### src/rtl/led_seq_pkg.sv
// Shared mode encoding and mode-advance helper for the LED sequencer.
// Latency: none (types and a pure function only).
// Backpressure: none.
package led_seq_pkg;

    typedef enum logic [1:0] {
        MODE_STATIC = 2'd0,
        MODE_CHASE  = 2'd1,
        MODE_BOUNCE = 2'd2,
        MODE_COUNT  = 2'd3
    } mode_e;

    // Fixed button-press cycle: STATIC -> CHASE -> BOUNCE -> COUNT -> STATIC.
    function automatic mode_e next_mode(input mode_e m);
        case (m)
            MODE_STATIC: return MODE_CHASE;
            MODE_CHASE:  return MODE_BOUNCE;
            MODE_BOUNCE: return MODE_COUNT;
            default:     return MODE_STATIC;
        endcase
    endfunction

endpackage

### src/rtl/button_debounce.sv
// Synchronises, debounces and edge-detects a raw asynchronous push button.
// Latency: 2 sync + DEBOUNCE_CYCLES stable clocks until level/press update.
// Backpressure: none; press is a single-cycle pulse that is never held.
module button_debounce #(
    parameter int DEBOUNCE_CYCLES = 50000
) (
    input  logic clk,
    input  logic rst_n,
    input  logic btn_i,
    output logic level,
    output logic press
);

    localparam int CW = $clog2(DEBOUNCE_CYCLES) + 1;

    logic [1:0]    sync_q;
    logic          level_q, level_d;
    logic          press_q, press_d;
    logic [CW-1:0] cnt_q, cnt_d;

    // Accept a new level only after it has differed for DEBOUNCE_CYCLES clocks in a row;
    // any clock where it matches again restarts the run from zero.
    always_comb begin
        level_d = level_q;
        press_d = 1'b0;
        cnt_d   = '0;
        if (sync_q[1] != level_q) begin
            if (cnt_q == CW'(DEBOUNCE_CYCLES - 1)) begin
                level_d = sync_q[1];
                press_d = sync_q[1];
            end else begin
                cnt_d = cnt_q + 1'b1;
            end
        end
    end

    // Two-flop synchroniser plus debounce state.
    always_ff @(posedge clk or negedge rst_n) begin
        if (!rst_n) begin
            sync_q  <= '0;
            level_q <= 1'b0;
            press_q <= 1'b0;
            cnt_q   <= '0;
        end else begin
            sync_q  <= {sync_q[0], btn_i};
            level_q <= level_d;
            press_q <= press_d;
            cnt_q   <= cnt_d;
        end
    end

    assign level = level_q;
    assign press = press_q;

endmodule

### src/rtl/led_sequencer.sv
// Button-selected LED pattern generator: static, chase, bounce and binary count.
// Latency: mode changes one clock after the debounced press; led is registered.
// Backpressure: none; steps are paced by the prescaler and switch divisor.
module led_sequencer
    import led_seq_pkg::*;
#(
    parameter int LED_W           = 8,
    parameter int DEBOUNCE_CYCLES = 50000,
    parameter int PRESCALE        = 100000
) (
    input  logic             clk,
    input  logic             rst_n,
    input  logic [LED_W-1:0] switch,
    input  logic             joy_select,
    output logic [LED_W-1:0] led,
    output logic [1:0]       mode
);

    localparam int PW = $clog2(PRESCALE);

    logic             btn_level, press, adv;
    logic             tick, step;
    mode_e            mode_q, mode_d;
    logic [LED_W-1:0] led_q, led_d;
    logic             dir_q, dir_d;
    logic [PW-1:0]    pre_q, pre_d;
    logic [LED_W-1:0] step_q, step_d;

    button_debounce #(.DEBOUNCE_CYCLES(DEBOUNCE_CYCLES)) u_btn (
        .clk   (clk),
        .rst_n (rst_n),
        .btn_i (joy_select),
        .level (btn_level),
        .press (press)
    );

    // A press pulse only ever accompanies a high accepted level.
    assign adv  = press & btn_level;
    assign tick = (pre_q == PW'(PRESCALE - 1));
    // >= rather than == so lowering switch below the count steps on the next tick.
    assign step = tick && (step_q >= switch);

    // Next mode / pattern; a mode change wins over a coincident step.
    always_comb begin
        mode_d = mode_q;
        led_d  = led_q;
        dir_d  = dir_q;
        pre_d  = tick ? '0 : pre_q + 1'b1;
        step_d = step_q;
        if (tick) begin
            step_d = step ? '0 : step_q + 1'b1;
        end
        if (adv) begin
            mode_d = next_mode(mode_q);
            pre_d  = '0;
            step_d = '0;
            dir_d  = 1'b1;
            case (mode_d)
                MODE_STATIC: led_d = switch;
                MODE_COUNT:  led_d = '0;
                default:     led_d = LED_W'(1);
            endcase
        end else begin
            case (mode_q)
                MODE_STATIC: led_d = switch;
                MODE_CHASE: begin
                    if (step) led_d = {led_q[LED_W-2:0], led_q[LED_W-1]};
                end
                MODE_BOUNCE: begin
                    if (step) begin
                        if (dir_q) begin
                            if (led_q[LED_W-1]) begin
                                led_d = led_q >> 1;
                                dir_d = 1'b0;
                            end else begin
                                led_d = led_q << 1;
                            end
                        end else begin
                            if (led_q[0]) begin
                                led_d = led_q << 1;
                                dir_d = 1'b1;
                            end else begin
                                led_d = led_q >> 1;
                            end
                        end
                    end
                end
                default: begin
                    if (step) led_d = led_q + 1'b1;
                end
            endcase
        end
    end

    // State registers: mode, pattern, bounce direction (1 = left), prescaler, step count.
    always_ff @(posedge clk or negedge rst_n) begin
        if (!rst_n) begin
            mode_q <= MODE_STATIC;
            led_q  <= '0;
            dir_q  <= 1'b1;
            pre_q  <= '0;
            step_q <= '0;
        end else begin
            mode_q <= mode_d;
            led_q  <= led_d;
            dir_q  <= dir_d;
            pre_q  <= pre_d;
            step_q <= step_d;
        end
    end

    assign led  = led_q;
    assign mode = mode_q;

endmodule

### config.mk
export PLATFORM = sky130hd
export DESIGN_NAME = led_sequencer
export DESIGN_NICKNAME = d
export VERILOG_FILES = /design/src/rtl/led_seq_pkg.sv /design/src/rtl/button_debounce.sv /design/src/rtl/led_sequencer.sv
export SDC_FILE = /design/constraint.sdc
export NUM_CORES = 1
export LEC_CHECK = 0
export BUFFER_PORTS_ARGS = -buffer_cell sky130_fd_sc_hd__clkbuf_2
export CAP_MARGIN = 40
export CORE_AREA = 3 3 104 106
export CTS_CLUSTER_DIAMETER = 120
export DETAILED_ROUTE_END_ITERATION = 16
export DIE_AREA = 0 0 107 109
export MAX_ROUTING_LAYER = met4
export SLEW_MARGIN = 20
export SYNTH_ARGS = -nofsm -noshare
export SYNTH_HDL_FRONTEND = slang
export SYNTH_SLANG_ARGS = --single-unit
### constraint.sdc
create_clock -name clk -period 3.46 [get_ports clk]
set_input_delay 0.519 -clock clk [delete_from_list [all_inputs] [get_ports clk]]
set_output_delay 0.519 -clock clk [all_outputs]
set_load 0.01 [all_outputs]
==> results_dict.tcl <==
set metrics [dict create \
    grt_first_pass_wirelength_um 14240 \
    clock_sinks 57 \
    async_flop_share_pct 100.0 \
    tightest_slew_ns 0.7169 \
    wl_per_cell_um 15.30 \
    layout.cells.non_filler 534 \
    io_pins 21 \
    grt_antenna_before_repair 0 \
    place_congestion 0.8828 \
    wl_um 8170 \
    pwr-share-comb_pct 5.4 \
    placed_cell_area_mm2 0.003675 \
    cp_num_buf_inv 1 \
    setup_ws_ns 1.009 \
    pre_cts_slack_ns 0.8485 \
    multi_input_area_mm2 0.001876 \
    yosysUniqueCellTypes 53 \
    p_leak_uw 0.001688 \
    design.core.area_mm2 0.009864 \
    ys_ff_latch 57 \
    power_density_mw_per_mm2 395.8 \
    vias 2901 \
    worstSkewPairLatency_ns 0.34 \
    path_cells "ha_1, and4_1, o21ai_0, o211ai_1, buf_4, a21oi_1, o41ai_1" \
    ctsHoldBuffers 0 \
    n_fill_cell 987 \
    path_clk_slew_ns 0.07 \
    outcome "complete, no violations" \
    htree_levels 3 \
    finalNetCount 424 \
    initial_core_util_pct 34.87 \
    final_util_pct 39.73 \
    cts_setup_buffers 0 \
    drtAntennaViolNets 0 \
    clockRootBuffer "clkbuf_8" \
    syn_area_mm2 0.003440 \
    dieArea_mm2 0.01166 \
    syn_inst 376 \
    p_clk_share_pct 50.0 \
    route.detailed.drc 0 \
    grt_pass1_vias 2900 \
    tns_ns 0 \
    synth-seq-area-share_pct 41.51 \
    synth_area_per_cell_um2 9.148 \
    area_growth_pct 13.93 \
    p_sw_uw 346.4 \
    synth_enable_flop_cells 0 \
    numPortBuffers 20 \
    hp-class "in2async" \
    arrival_ns 2.67 \
    cp_max_fo 8 \
    slew_violations 0 \
    synth_ff_type "dfrtp_1" \
    max_freq_mhz 408.0 \
    crit_path_start_kind "register" \
    num_rows 36 \
    setup_viol 0 \
    clock_skew_ns 0.01024 \
    cp-end-kind "register" \
    antenna_cells 0 \
    cts_made_buffers 9 \
    irDropWorstVdd_mv 0.2131 \
    cpPeakStageDelay_ns 0.50 \
    drt-initial-drc-count 227 \
    slew_headroom_pct 52.20 \
    crit_type "reg2reg" \
    drt_first_pass_iters 5 \
    register_area_mm2 0.001428 \
    synth_warnings 0 \
    maxCapViolCount 0 \
    cts.repair.resized 0 \
    syn-num-nets 404 \
    crit_family "compound AO/OA/AOI/OAI gates" \
    grt-ovfl-total 0 \
    slowest_stage "o211ai_1" \
    dp.cells 518 \
    rsz0062_at_grt "false" \
    hpwlAfterDp_um 5747 \
    grt.total_usage_pct 15.69 \
    hold_violations 0 \
    period_share_pct 70.83 \
    final_area_mm2 0.003919 \
    grt_max_degree 22 \
    finalWorstPathRequiredPeriod_ns 2.451 \
    clk_path_buf_depth 2 \
    seqPwrFrac_pct 44.6 \
    drive_gt1_share_pct 12.47 \
    viasPerCell 5.433 \
    die_y_um 109 \
    die_x_um 107 \
    p_sw_share_pct 22.33 \
    intPower_uw 1205 \
    cp.required_ns 3.68 \
    cts_tree "done" \
]
-- per-stage QoR --
stage / power, µW / hold WS [ns]
after detailed placement: 787.9 / 0.3379
final: 1551 / 0.1561
after global placement: 786.2 / 0.3349
after floorplan: 744.1 / 0.2234
after CTS: 1571 / 0.1722
after global routing: 1610 / 0.1770
-- routing by layer --
layer / up-vias / GRT usage, % / part of all wire [%]
met5: - / - / 0
met4: 0 / 5.571 / 1.5
met3: 11 / 3.612 / 5.3
met2: 84 / 23.70 / 46
met1: 1414 / 20.78 / 48
li1: 1392 / - / -
-- sequential cells by signal, summed over array words and instances (netlist names) --
signal and cells:
dir_q 1, led 8, mode 2, pre_q 17, step_q 8, u_btn.cnt_q 17, u_btn.level 1, u_btn.press 1
u_btn.sync_q 2
-- worst register-to-register path, stage by stage (launching register included) --
cell and delay, ns:
dfrtp_1 0.43, ha_1 0.32, and4_1 0.19, o21ai_0 0.11, o211ai_1 0.50, buf_4 0.25
a21oi_1 0.11, o41ai_1 0.43
-- power groups by stage --
stage               clock network [µW]  registers, µW  logic [µW]
floorplan                            0            699        45.0
global placement                     0            704        82.1
detailed placement                   0            704        83.6
CTS                                795            692        84.4
global route                       821            694        95.0
finish                             776            692        83.0
-- cell families (layout without fill, tap and decap cells) --
| family | count (synthesis) | count (layout) | share of synthesized area [%] |
|---|---|---|---|
| compound gates | 78 | 78 | 15.79 |
| buf+inv | 34 | 59 | 3.965 |
| simple gates | 151 | 151 | 22.37 |
| fa+ha+maj | 17 | 17 | 6.184 |
| mux | 4 | 4 | 1.273 |
| xor+xnor | 35 | 35 | 8.912 |
| flops | 57 | 57 | 41.51 |
-- synth_stat cells (2+ instances only) --
| cell type | count | area share [%] |
|---|---|---|
| xor2_1 | 17 | 4.3 |
| o31ai_1 | 2 | 0.44 |
| a21boi_0 | 3 | 0.65 |
| o211ai_1 | 9 | 2.0 |
| a221oi_1 | 4 | 1.0 |
| a31oi_1 | 7 | 1.3 |
| a211o_1 | 2 | 0.51 |
| a21oi_1 | 11 | 1.6 |
| a22o_1 | 5 | 1.3 |
| nor2_1 | 47 | 5.1 |
| clkbuf_1 | 13 | 1.4 |
| and3_1 | 7 | 1.3 |
| or2_2 | 2 | 0.36 |
| nor4_1 | 5 | 0.91 |
| o21ai_0 | 16 | 2.3 |
| a32o_1 | 4 | 1.2 |
| or4_1 | 2 | 0.44 |
| inv_1 | 18 | 2.0 |
| xnor2_1 | 18 | 4.6 |
| nor4b_2 | 2 | 0.87 |
| nor3_1 | 6 | 0.87 |
| nand2_1 | 26 | 2.8 |
| and4_1 | 4 | 1.0 |
| nor2b_1 | 4 | 0.73 |
| a211oi_1 | 4 | 0.87 |
| nand3_1 | 26 | 3.8 |
| nand4_1 | 7 | 1.3 |
| and2_1 | 2 | 0.36 |
| nand2b_1 | 3 | 0.55 |
| nor3b_1 | 3 | 0.65 |
| a221o_1 | 2 | 0.58 |
| dfrtp_1 | 56 | 41 |
| ha_1 | 17 | 6.2 |
| mux2_2 | 3 | 0.98 |
-- cell usage in the layout (no fill, tap or decap), types with 16 or more instances in the layout --
cell | netlist | layout
nand3_1 | 26 | 26
clkbuf_2 | 0 | 20
inv_1 | 18 | 18
dfrtp_1 | 56 | 56
xnor2_1 | 18 | 18
xor2_1 | 17 | 17
o21ai_0 | 16 | 16
nor2_1 | 47 | 47
nand2_1 | 26 | 26
ha_1 | 17 | 17
-- final timing paths --
kind                                           start                         to  slack (ns)  cells past startpoint
max                            step_q[6]$_DFFE_PN0P_         led[5]$_DFFE_PN0P_        1.01                      7
min reg2reg                u_btn.sync_q[0]$_DFF_PN0_  u_btn.sync_q[1]$_DFF_PN0_        0.35                      0
max reg2reg                    step_q[6]$_DFFE_PN0P_         led[5]$_DFFE_PN0P_        1.01                      7
max in group asynchronous                      rst_n          dir_q$_DFFE_PN1P_        2.59                      2
min in group clk                          joy_select  u_btn.sync_q[0]$_DFF_PN0_        0.29                      1
min                                            rst_n   u_btn.cnt_q[6]$_DFF_PN0_        0.16                      1
-- area by class of cell --
cell class / instances / area share, %
clock inverter: 5 / 2.618
timing repair buffer: 25 / 3.512
tap: 133 / 4.246
clock buffer: 11 / 3.608
sequential: 57 / 36.43
inverter: 18 / 1.724
multi-input combinational: 285 / 47.86
No activity file was read; power rests on OpenSTA's default activity.
